**src/rtl/cordic_iter_ctrl.sv**
```systemverilog
// cordic_iter_ctrl: sequencing FSM for the CORDIC sine/cosine datapath.
// Runs one computation per request: load operands, N_ITER micro-rotations,
// capture result, then hold a ready/ack handshake with the consumer.
//
// Ports:
//   clk       in   system clock, rising edge
//   rst       in   asynchronous, active-high reset
//   start     in   request a computation (sampled only in IDLE)
//   ack       in   consumer took the result (sampled only in DONE)
//   busy      out  high in every state except IDLE
//   ready     out  result registers valid (DONE only)
//   load_en   out  enable for operand input registers
//   iter_en   out  enable for x/y/z iteration registers
//   mux_sel   out  0 = datapath takes loaded operands, 1 = fed-back values
//   iter_idx  out  current iteration: shift amount / atan LUT address
//   out_en    out  enable for sin/cos result registers
module cordic_iter_ctrl #(
    parameter int unsigned N_ITER = 24,
    parameter int unsigned ITER_W = 5
) (
    input  logic              clk,
    input  logic              rst,
    input  logic              start,
    input  logic              ack,
    output logic              busy,
    output logic              ready,
    output logic              load_en,
    output logic              iter_en,
    output logic              mux_sel,
    output logic [ITER_W-1:0] iter_idx,
    output logic              out_en
);

    localparam logic [ITER_W-1:0] LAST = ITER_W'(N_ITER - 1);

    typedef enum logic [2:0] {
        IDLE  = 3'd0,
        LOAD  = 3'd1,
        ITER  = 3'd2,
        STORE = 3'd3,
        DONE  = 3'd4
    } state_t;

    state_t            state_q, state_d;
    logic [ITER_W-1:0] cnt_q, cnt_d;

    logic              busy_d, ready_d, load_en_d, iter_en_d, mux_sel_d, out_en_d;
    logic [ITER_W-1:0] iter_idx_d;

    // State, counter and output registers. Outputs are decoded from the
    // next state/counter so they line up with the state they describe.
    always_ff @(posedge clk or posedge rst) begin
        if (rst) begin
            state_q  <= IDLE;
            cnt_q    <= '0;
            busy     <= 1'b0;
            ready    <= 1'b0;
            load_en  <= 1'b0;
            iter_en  <= 1'b0;
            mux_sel  <= 1'b0;
            iter_idx <= '0;
            out_en   <= 1'b0;
        end else begin
            state_q  <= state_d;
            cnt_q    <= cnt_d;
            busy     <= busy_d;
            ready    <= ready_d;
            load_en  <= load_en_d;
            iter_en  <= iter_en_d;
            mux_sel  <= mux_sel_d;
            iter_idx <= iter_idx_d;
            out_en   <= out_en_d;
        end
    end

    // Next-state, counter and Moore output decode.
    always_comb begin
        state_d = state_q;
        cnt_d   = cnt_q;

        case (state_q)
            IDLE: begin
                if (start) begin
                    state_d = LOAD;
                end
            end
            LOAD: begin
                cnt_d   = '0;
                state_d = ITER;
            end
            ITER: begin
                if (cnt_q == LAST) begin
                    cnt_d   = '0;
                    state_d = STORE;
                end else begin
                    cnt_d = cnt_q + ITER_W'(1);
                end
            end
            STORE: begin
                state_d = DONE;
            end
            DONE: begin
                if (ack) begin
                    state_d = IDLE;
                end
            end
            default: begin
                state_d = IDLE;
                cnt_d   = '0;
            end
        endcase

        busy_d     = (state_d != IDLE);
        ready_d    = (state_d == DONE);
        load_en_d  = (state_d == LOAD);
        iter_en_d  = (state_d == ITER);
        out_en_d   = (state_d == STORE);
        // First rotation consumes the freshly loaded operands.
        mux_sel_d  = (state_d == ITER) && (cnt_d != '0);
        iter_idx_d = (state_d == ITER) ? cnt_d : '0;
    end

endmodule

```
**config.mk**
```make
export PLATFORM = sky130hd
export DESIGN_NAME = cordic_iter_ctrl
export DESIGN_NICKNAME = d
export VERILOG_FILES = /design/src/rtl/cordic_iter_ctrl.sv
export SDC_FILE = /design/constraint.sdc
export NUM_CORES = 1
export LEC_CHECK = 0
export CORE_MARGIN = 2
export CORE_UTILIZATION = 54
export CTS_CLUSTER_DIAMETER = 60
export DETAILED_ROUTE_END_ITERATION = 10
export PLACE_DENSITY = 0.81
export SYNTH_ARGS = -nofsm -noshare
export SYNTH_HDL_FRONTEND = slang
export SYNTH_SLANG_ARGS = --single-unit
```
**constraint.sdc**
```tcl
create_clock -name clk -period 2.85 [get_ports clk]
set_input_delay 0.7125 -clock clk [delete_from_list [all_inputs] [get_ports clk]]
set_output_delay 0.7125 -clock clk [all_outputs]
set_load 0.02 [all_outputs]
```
==> results of run 1 <==
==> metal layers <==
metal	GRT usage	vias to the layer above	share of wire
li1	-	318	-
met1	0.288	327	0.47
met2	0.276	23	0.45
met3	0.0245	5	0.053
met4	0.0970	0	0.020
met5	0	-	0
==> worst max path at each step <==
stage	startpoint	end	slack (ns)	cells past startpoint
2_1_floorplan	cnt_q[0]$_DFF_PP0_	mux_sel$_DFF_PP0_	1.03	5
3_3_place_gp	cnt_q[0]$_DFF_PP0_	mux_sel$_DFF_PP0_	0.94	5
3_5_place_dp	cnt_q[0]$_DFF_PP0_	mux_sel$_DFF_PP0_	0.88	5
4_1_cts	cnt_q[0]$_DFF_PP0_	mux_sel$_DFF_PP0_	0.87	5
5_1_grt	cnt_q[0]$_DFF_PP0_	mux_sel$_DFF_PP0_	0.74	5
6_report	cnt_q[0]$_DFF_PP0_	mux_sel$_DFF_PP0_	0.87	5
==> power groups by stage <==
stage	Clock [mW]	Sequential, mW	Combinational [mW]
3_3_place_gp	0	0.424	0.403
3_5_place_dp	0	0.431	0.408
5_1_grt	0.150	0.438	0.451
6_report	0.131	0.427	0.412
4_1_cts	0.135	0.425	0.409
2_1_floorplan	0	0.441	0.254
==> state kept, by name (all words and copies together), names as in the netlist <==
name	flops
iter_en	1
load_en	1
cnt_q	5
ready	1
state_q	3
mux_sel	1
out_en	1
busy	1
iter_idx	5
==> cell usage after synthesis (all sizes together) (2+ instances only) <==
| cell | instances | area (um^2) |
|---|---|---|
| a21oi | 5 | 25.0 |
| a221o | 2 | 20.0 |
| a32o | 2 | 20.0 |
| clkbuf | 3 | 11.3 |
| dfrtp | 19 | 475 |
| inv | 3 | 11.3 |
| nand2 | 5 | 18.8 |
| nand2b | 2 | 12.5 |
| nor2 | 10 | 37.5 |
| nor2b | 6 | 37.5 |
| nor3b | 4 | 30.0 |
| o211a | 2 | 20.0 |
| o21ai | 2 | 10.0 |
==> cells in the final DEF, fill, tap and decap left out, types with 2 or more instances in the layout <==
cell / instances
sky130_fd_sc_hd__dfrtp_1: 19
sky130_fd_sc_hd__clkdlybuf4s50_1: 14
sky130_fd_sc_hd__nor2_1: 10
sky130_fd_sc_hd__nor2b_1: 6
sky130_fd_sc_hd__nand2_1: 5
sky130_fd_sc_hd__a21oi_1: 5
sky130_fd_sc_hd__nor3b_1: 4
sky130_fd_sc_hd__inv_1: 3
sky130_fd_sc_hd__clkbuf_4: 3
sky130_fd_sc_hd__nand2b_1: 2
sky130_fd_sc_hd__o211a_1: 2
sky130_fd_sc_hd__a221o_1: 2
sky130_fd_sc_hd__a32o_1: 2
sky130_fd_sc_hd__o21ai_0: 2
==> stage by stage <==
stage | util | setup slack, ns
final | 0.688 | 0.867
after global routing | 0.688 | 0.745
after CTS | 0.688 | 0.867
after detailed placement | 0.669 | 0.880
after global placement | 0.669 | 0.941
after floorplan | - | 1.03
==> logic make-up (layout without fill, tap and decap cells) <==
kind of cell               count (synthesis)  after routing  share of synthesized area
xor gates and xnor gates                   2              2                     0.0203
and+or+nand+nor                           32             32                      0.206
DFF                                       19             19                      0.550
buffers and inverters                      7             21                     0.0318
AOI/OAI and AO/OA                         20             20                      0.178
adders and majority gates                  1              1                     0.0145
==> final cells by class <==
type / count / area (um^2)
inverters: 3 / 11.3
multi-input cells: 55 / 362
well taps: 16 / 20.0
clock buffers: 3 / 22.5
repair buffers: 14 / 140
flip-flops and latches: 19 / 475
clock inverters: 1 / 5.00
fillers: 124 / 470
==> summary.txt, run 1 <==
Drt
  • Remaining routing DRC violations: 0
  • Routed len/inst: between 10 and 15 um
  • First-pass iteration count of the detailed router: 4
  • Vias after detailed routing: around 670
  • Vias/cell: roughly 6.1
  • Remaining number of nets flagged by the antenna check after routing: 0
  • Aggregate routed wire length: 1580 um
  • Initial DRC Count: 19

STA
  • Final min period: a little under 2 ns
  • Final worst hold slack: 0.593 ns
  • Setup repair after global routing missed its margin: false
  • Peak Freq: around 500 MHz
  • Fin. max-slew vios: 0
  • Sum of negative setup slack: 0 ns
  • Worst Tran Pin Value: between 0.6 and 0.7 ns
  • Worst setup skew after layout: between 0.002 and 0.003 ns
  • Final number of setup-violating endpoints: 0
  • Tcrit/Tclk final: 0.696
  • Relative max-transition margin: 0.545
  • Final hold violations: 0

Floorplanning
  • Number of primary I/O pins: 15
  • Die Width: ~44 um
  • Die span in y: about 44 um
  • Initial Utilization: 0.574
  • Total Die Area: between 0.0015 and 0.002 mm^2
  • Number of placement rows: 14
  • Floorplan core area: 0.00151 mm^2

Power and ir drop
  • Proportion of power drawn by flip-flops and latches: 0.440
  • Maximum VDD drop: ~0.62 mV
  • Combinational fraction of design power: 0.425
  • Clock share of power: 0.135
  • Overall power: 0.970 mW
  • Sw Ratio: 0.400
  • Int Power: 0.582 mW
  • Total power density per cell area: approximately 940 mW/mm^2
  • Static power due to leakage: between 0.4 and 0.5 nW
  • Net switching power of the design: ~0.39 mW

Place
  • Buffers added on ports: 14
  • Post-DP HPWL: 1110 um
  • Final weighted congestion of routability-driven global placement: just over 0.8
  • Inst Count DP: between 100 and 150
  • Post-detailed-placement cell area: roughly 0.001 mm^2

Clocking
  • CTS-repair resized insts: 0
  • Clock transition at path regs: approximately 0.10 ns
  • Number of buffers inserted to repair setup after CTS: 0
  • Clock tree from TritonCTS: built
  • Number of H-tree levels: 1
  • Clock buffer depth: 2
  • Hold bufs inserted after CTS: 0
  • Clock latency reported for the late side of the worst-skew pair: between 0.2 and 0.3 ns
  • TritonCTS buffer count: 3
  • Clock tree sinks: 19
  • Root buffer selected by CTS: sky130_fd_sc_hd__clkbuf_4

Synth
  • Post-synth design cell area: a little under 900 um^2
  • Fraction of the yosys area taken by sequential cells: 0.550
  • Synthesized instance count: 81
  • Yosys cell types: 29
  • Synth warnings: 0
  • Post-synthesis average cell area: 10.7 um^2
  • Synth Net Count: 86
  • Leading register cell type out of synthesis: sky130_fd_sc_hd__dfrtp_1
  • Share of flip-flops with an asynchronous set or reset: 1.00
  • Number of enable flip-flop cells after synthesis: 0
  • Flip-flop and latch count after synthesis: 19

GRT
  • Wire length of the first global-routing pass: around 2700 um
  • Vias in the first global route: 597
  • Number of antenna violations at the first check in global routing: 0
  • Largest net degree at the start of global routing: 20
  • Aggregate global routing overflow: 0
  • Overall routing resource usage: 0.193

Critical path
  • Worst setup path class: flip-flop to flip-flop
  • Dominant delay contributor by cell family on the critical path: compound AO/OA/AOI/OAI gates
  • Worst Reg-to-Reg Cells: 5
  • Critical path data arrival time: 2.17 ns
  • Critical Path Start Type: flip-flop
  • Critical-path cell list: ha_1, nand4b_2, nor3b_1, a221o_1, o41a_1
  • Reg2Reg Capture Point: mux_sel$_DFF_PP0_
  • Maximum fanout along the worst path: 8
  • Category of the worst setup path capture point: flip-flop
  • Endpoint required time on the critical path: slightly above 3 ns
  • Origin of the critical flop-to-flop path: cnt_q[0]$_DFF_PP0_
  • Worst path bufs/invs: 0
  • Delay of the slowest cell on the worst path: about 0.48 ns
  • Worst-path cell with the longest stage delay: sky130_fd_sc_hd__dfrtp_1
  • Worst reg-to-reg setup slack: 0.87 ns

Finish
  • Final #Nets: around 100
  • Cell Count, Final, Fillers Out: approximately 110
  • Area added between synthesis and finish: 19.8%
  • Antenna diodes: 0
  • Final instance area: 0.00104 mm^2
  • Share of post-route cells with drive strength above 1: 0.0737

Min path
  • Min-Delay Startpoint: cnt_q[0]$_DFF_PP0_
  • Hold-critical path depth: 1
  • Path class of the lowest-slack min-delay path: flip-flop to flip-flop
  • End point of the most critical hold path: iter_idx[0]$_DFF_PP0_

Outcome
  • Run status: completed

Run
  • MaxCap Viol Count: 0
Note: power is estimated with default switching activity, not from simulation.
==> inputs of run 2 (changes only) <==
- CORE_ASPECT_RATIO: unset -> 0.8
- CORE_UTILIZATION: 54 -> 50
- PLACE_DENSITY: 0.81 -> 0.76
- clock period: 2.85 -> 2.1 ns (I/O delays scaled with it)
==> run 2 against run 1 <==
Via count down 4.2%. Global-route usage down 0.58 points. Final cell count up 7.2%. Wire length down 4.6%. Largest power group is now combinational logic. Power up 36%. Critical path depth unchanged. Setup slack worse by 0.73 ns. Maximum frequency up 1.2%. Clock power up 33%. Combinational power up 44%. Non-clock buffer count up 2. Clock skew up 0.0028 ns.
==> summary.txt, run 2 (synthesis results as in run 1) <==
Drt
  • Vias after detailed routing: 645
  • Routed len/inst: between 10 and 15 um
  • Initial DRC Count: 20
  • Aggregate routed wire length: approximately 1500 um
  • Vias/cell: approximately 5.4
  • First-pass iteration count of the detailed router: 4
  • Remaining routing DRC violations: 0
  • Remaining number of nets flagged by the antenna check after routing: 0

STA
  • Setup repair after global routing missed its margin: false
  • Fin. max-slew vios: 0
  • Tcrit/Tclk final: 0.933
  • Peak Freq: between 500 and 600 MHz
  • Final min period: between 1.5 and 2 ns
  • Relative max-transition margin: 0.590
  • PnR worst setup slack: 0.141 ns
  • Final number of setup-violating endpoints: 0
  • Final hold violations: 0
  • Worst setup skew after layout: between 0.005 and 0.006 ns
  • Sum of negative setup slack: 0 ns
  • Worst Tran Pin Value: between 0.6 and 0.7 ns

Min path
  • Path class of the lowest-slack min-delay path: input pin to asynchronous set/reset pin

Clocking
  • Clock transition at path regs: around 0.10 ns
  • Number of H-tree levels: 1
  • Clock tree from TritonCTS: built
  • TritonCTS buffer count: 3
  • Hold bufs inserted after CTS: 0
  • Root buffer selected by CTS: sky130_fd_sc_hd__clkbuf_4
  • Clock buffer depth: 2
  • Number of buffers inserted to repair setup after CTS: 0
  • Clock latency reported for the late side of the worst-skew pair: a little under 0.3 ns
  • Clock tree sinks: 19

Power and ir drop
  • Total power density per cell area: around 1200 mW/mm^2
  • Static power due to leakage: a little under 0.5 nW
  • Maximum VDD drop: between 0.8 and 0.9 mV

Floorplanning
  • Initial Utilization: 0.532
  • Number of placement rows: 13
  • Floorplan core area: between 0.0015 and 0.002 mm^2
  • Total Die Area: 0.00208 mm^2
  • Die Width: just over 50 um
  • Die span in y: 41.2 um
  • Number of primary I/O pins: 15

Finish
  • Layout fillers: roughly 120
  • Most frequent cells in the layout: sky130_fd_sc_hd__dfrtp_1 (19), sky130_fd_sc_hd__clkdlybuf4s50_1 (14), sky130_fd_sc_hd__nor2_1 (10)
  • Most common cell after layout, fill and taps aside: sky130_fd_sc_hd__dfrtp_1
  • Area added between synthesis and finish: 22.6%
  • Share of post-route cells with drive strength above 1: 0.0928
  • Largest registers ranked by flip-flop count: cnt_q x5, iter_idx x5, state_q x3
  • Antenna diodes: 0
  • Cell Count, Final, Fillers Out: 119
  • Final #Nets: 103

Place
  • Final weighted congestion of routability-driven global placement: between 0.8 and 0.9
  • Inst Count DP: 115
  • Setup slack after placement: about 0.13 ns
  • Buffers added on ports: 14
  • Post-DP HPWL: ~1100 um

Critical path
  • Worst setup path class: flip-flop to flip-flop
  • Endpoint required time on the critical path: 2.27 ns
  • Category of the worst setup path capture point: flip-flop
  • Critical Path Start Type: flip-flop
  • Delay of the slowest cell on the worst path: 0.47 ns
  • Worst-path cell with the longest stage delay: sky130_fd_sc_hd__dfrtp_1
  • Critical-path cell list: ha_2, nand4b_2, nor3b_1, a221o_1, o41a_1
  • Worst path bufs/invs: 0
  • Critical path data arrival time: about 2.1 ns
  • Maximum fanout along the worst path: 8
  • Dominant delay contributor by cell family on the critical path: compound AO/OA/AOI/OAI gates

GRT
  • Number of antenna violations at the first check in global routing: 0
  • Overall routing resource usage: 0.187
  • Largest net degree at the start of global routing: 20
  • Aggregate global routing overflow: 0
  • Vias in the first global route: around 580
  • Wire length of the first global-routing pass: 2690 um

Outcome
  • Run status: completed

Run
  • MaxCap Viol Count: 0
-- run 2: changes by cell type in the layout (fill, tap and decap cells not counted) --
cell                       delta
sky130_fd_sc_hd__buf_4        +2
sky130_fd_sc_hd__clkbuf_1     +1
sky130_fd_sc_hd__ha_1         -1
sky130_fd_sc_hd__ha_2         +1
sky130_fd_sc_hd__clkinv_2     -1
-- run 2: power by group --
group | total [mW] | leakage, nW | internal (mW) | switching, mW
sequential | 0.555 | 0.252 | 0.464 | 0.0910
combinational | 0.592 | 0.226 | 0.268 | 0.324
clock | 0.174 | 0.0150 | 0.0738 | 0.0998
total | 1.32 | 0.493 | 0.806 | 0.515
-- run 2: final timing paths --
kind / from / to / slack, ns / cells past startpoint
max reg2reg: cnt_q[0]$_DFF_PP0_ / mux_sel$_DFF_PP0_ / 0.14 / 5
max: cnt_q[0]$_DFF_PP0_ / mux_sel$_DFF_PP0_ / 0.14 / 5
max in group asynchronous: rst / cnt_q[4]$_DFF_PP0_ / 1.36 / 3
min reg2reg: cnt_q[0]$_DFF_PP0_ / iter_idx[0]$_DFF_PP0_ / 0.58 / 1
min: rst / load_en$_DFF_PP0_ / 0.54 / 3
min in group clk: cnt_q[0]$_DFF_PP0_ / iter_idx[0]$_DFF_PP0_ / 0.58 / 1
-- run 2: metal layers --
metal	part of all wire	global-route usage	up-vias	wire length [um]
met5	0	0	-	0
met4	0.0086	0.0608	0	13
met3	0.061	0.0693	2	92
met2	0.45	0.303	18	684
met1	0.47	0.237	304	715
li1	-	-	321	-
-- run 2: worst reg2reg max path, stage by stage, from the launching register on --
cell                       delay, ns
sky130_fd_sc_hd__dfrtp_1        0.47
sky130_fd_sc_hd__ha_2           0.27
sky130_fd_sc_hd__nand4b_2       0.20
sky130_fd_sc_hd__nor3b_1        0.20
sky130_fd_sc_hd__a221o_1        0.34
sky130_fd_sc_hd__o41a_1         0.37
-- run 2: layout make-up --
class,instances,area (um^2),area share
sequential,19,475,0.449
multi-input combinational,55,364,0.344
timing repair buffer,16,155,0.146
tap,22,27.5,0.0260
clock buffer,4,26.3,0.0248
inverter,3,11.3,0.0106
-- run 2: through the flow --
step,util,total power [mW],hold WS [ns],cell area (um^2)
3_3_place_gp,0.634,1.14,0.548,1030
4_1_cts,0.650,1.32,0.547,1060
3_5_place_dp,0.634,1.15,0.563,1030
2_1_floorplan,-,0.942,0.476,865
6_report,0.652,1.32,0.542,1060
5_1_grt,0.652,1.43,0.593,1060
-- run 2: what timing repair did --
| item | CTS | global route |
|---|---|---|
| gates resized for setup | 0 | 1 |
| hold endpoints to repair | 0 | 0 |
| endpoints found under the setup margin | 0 | 1 |
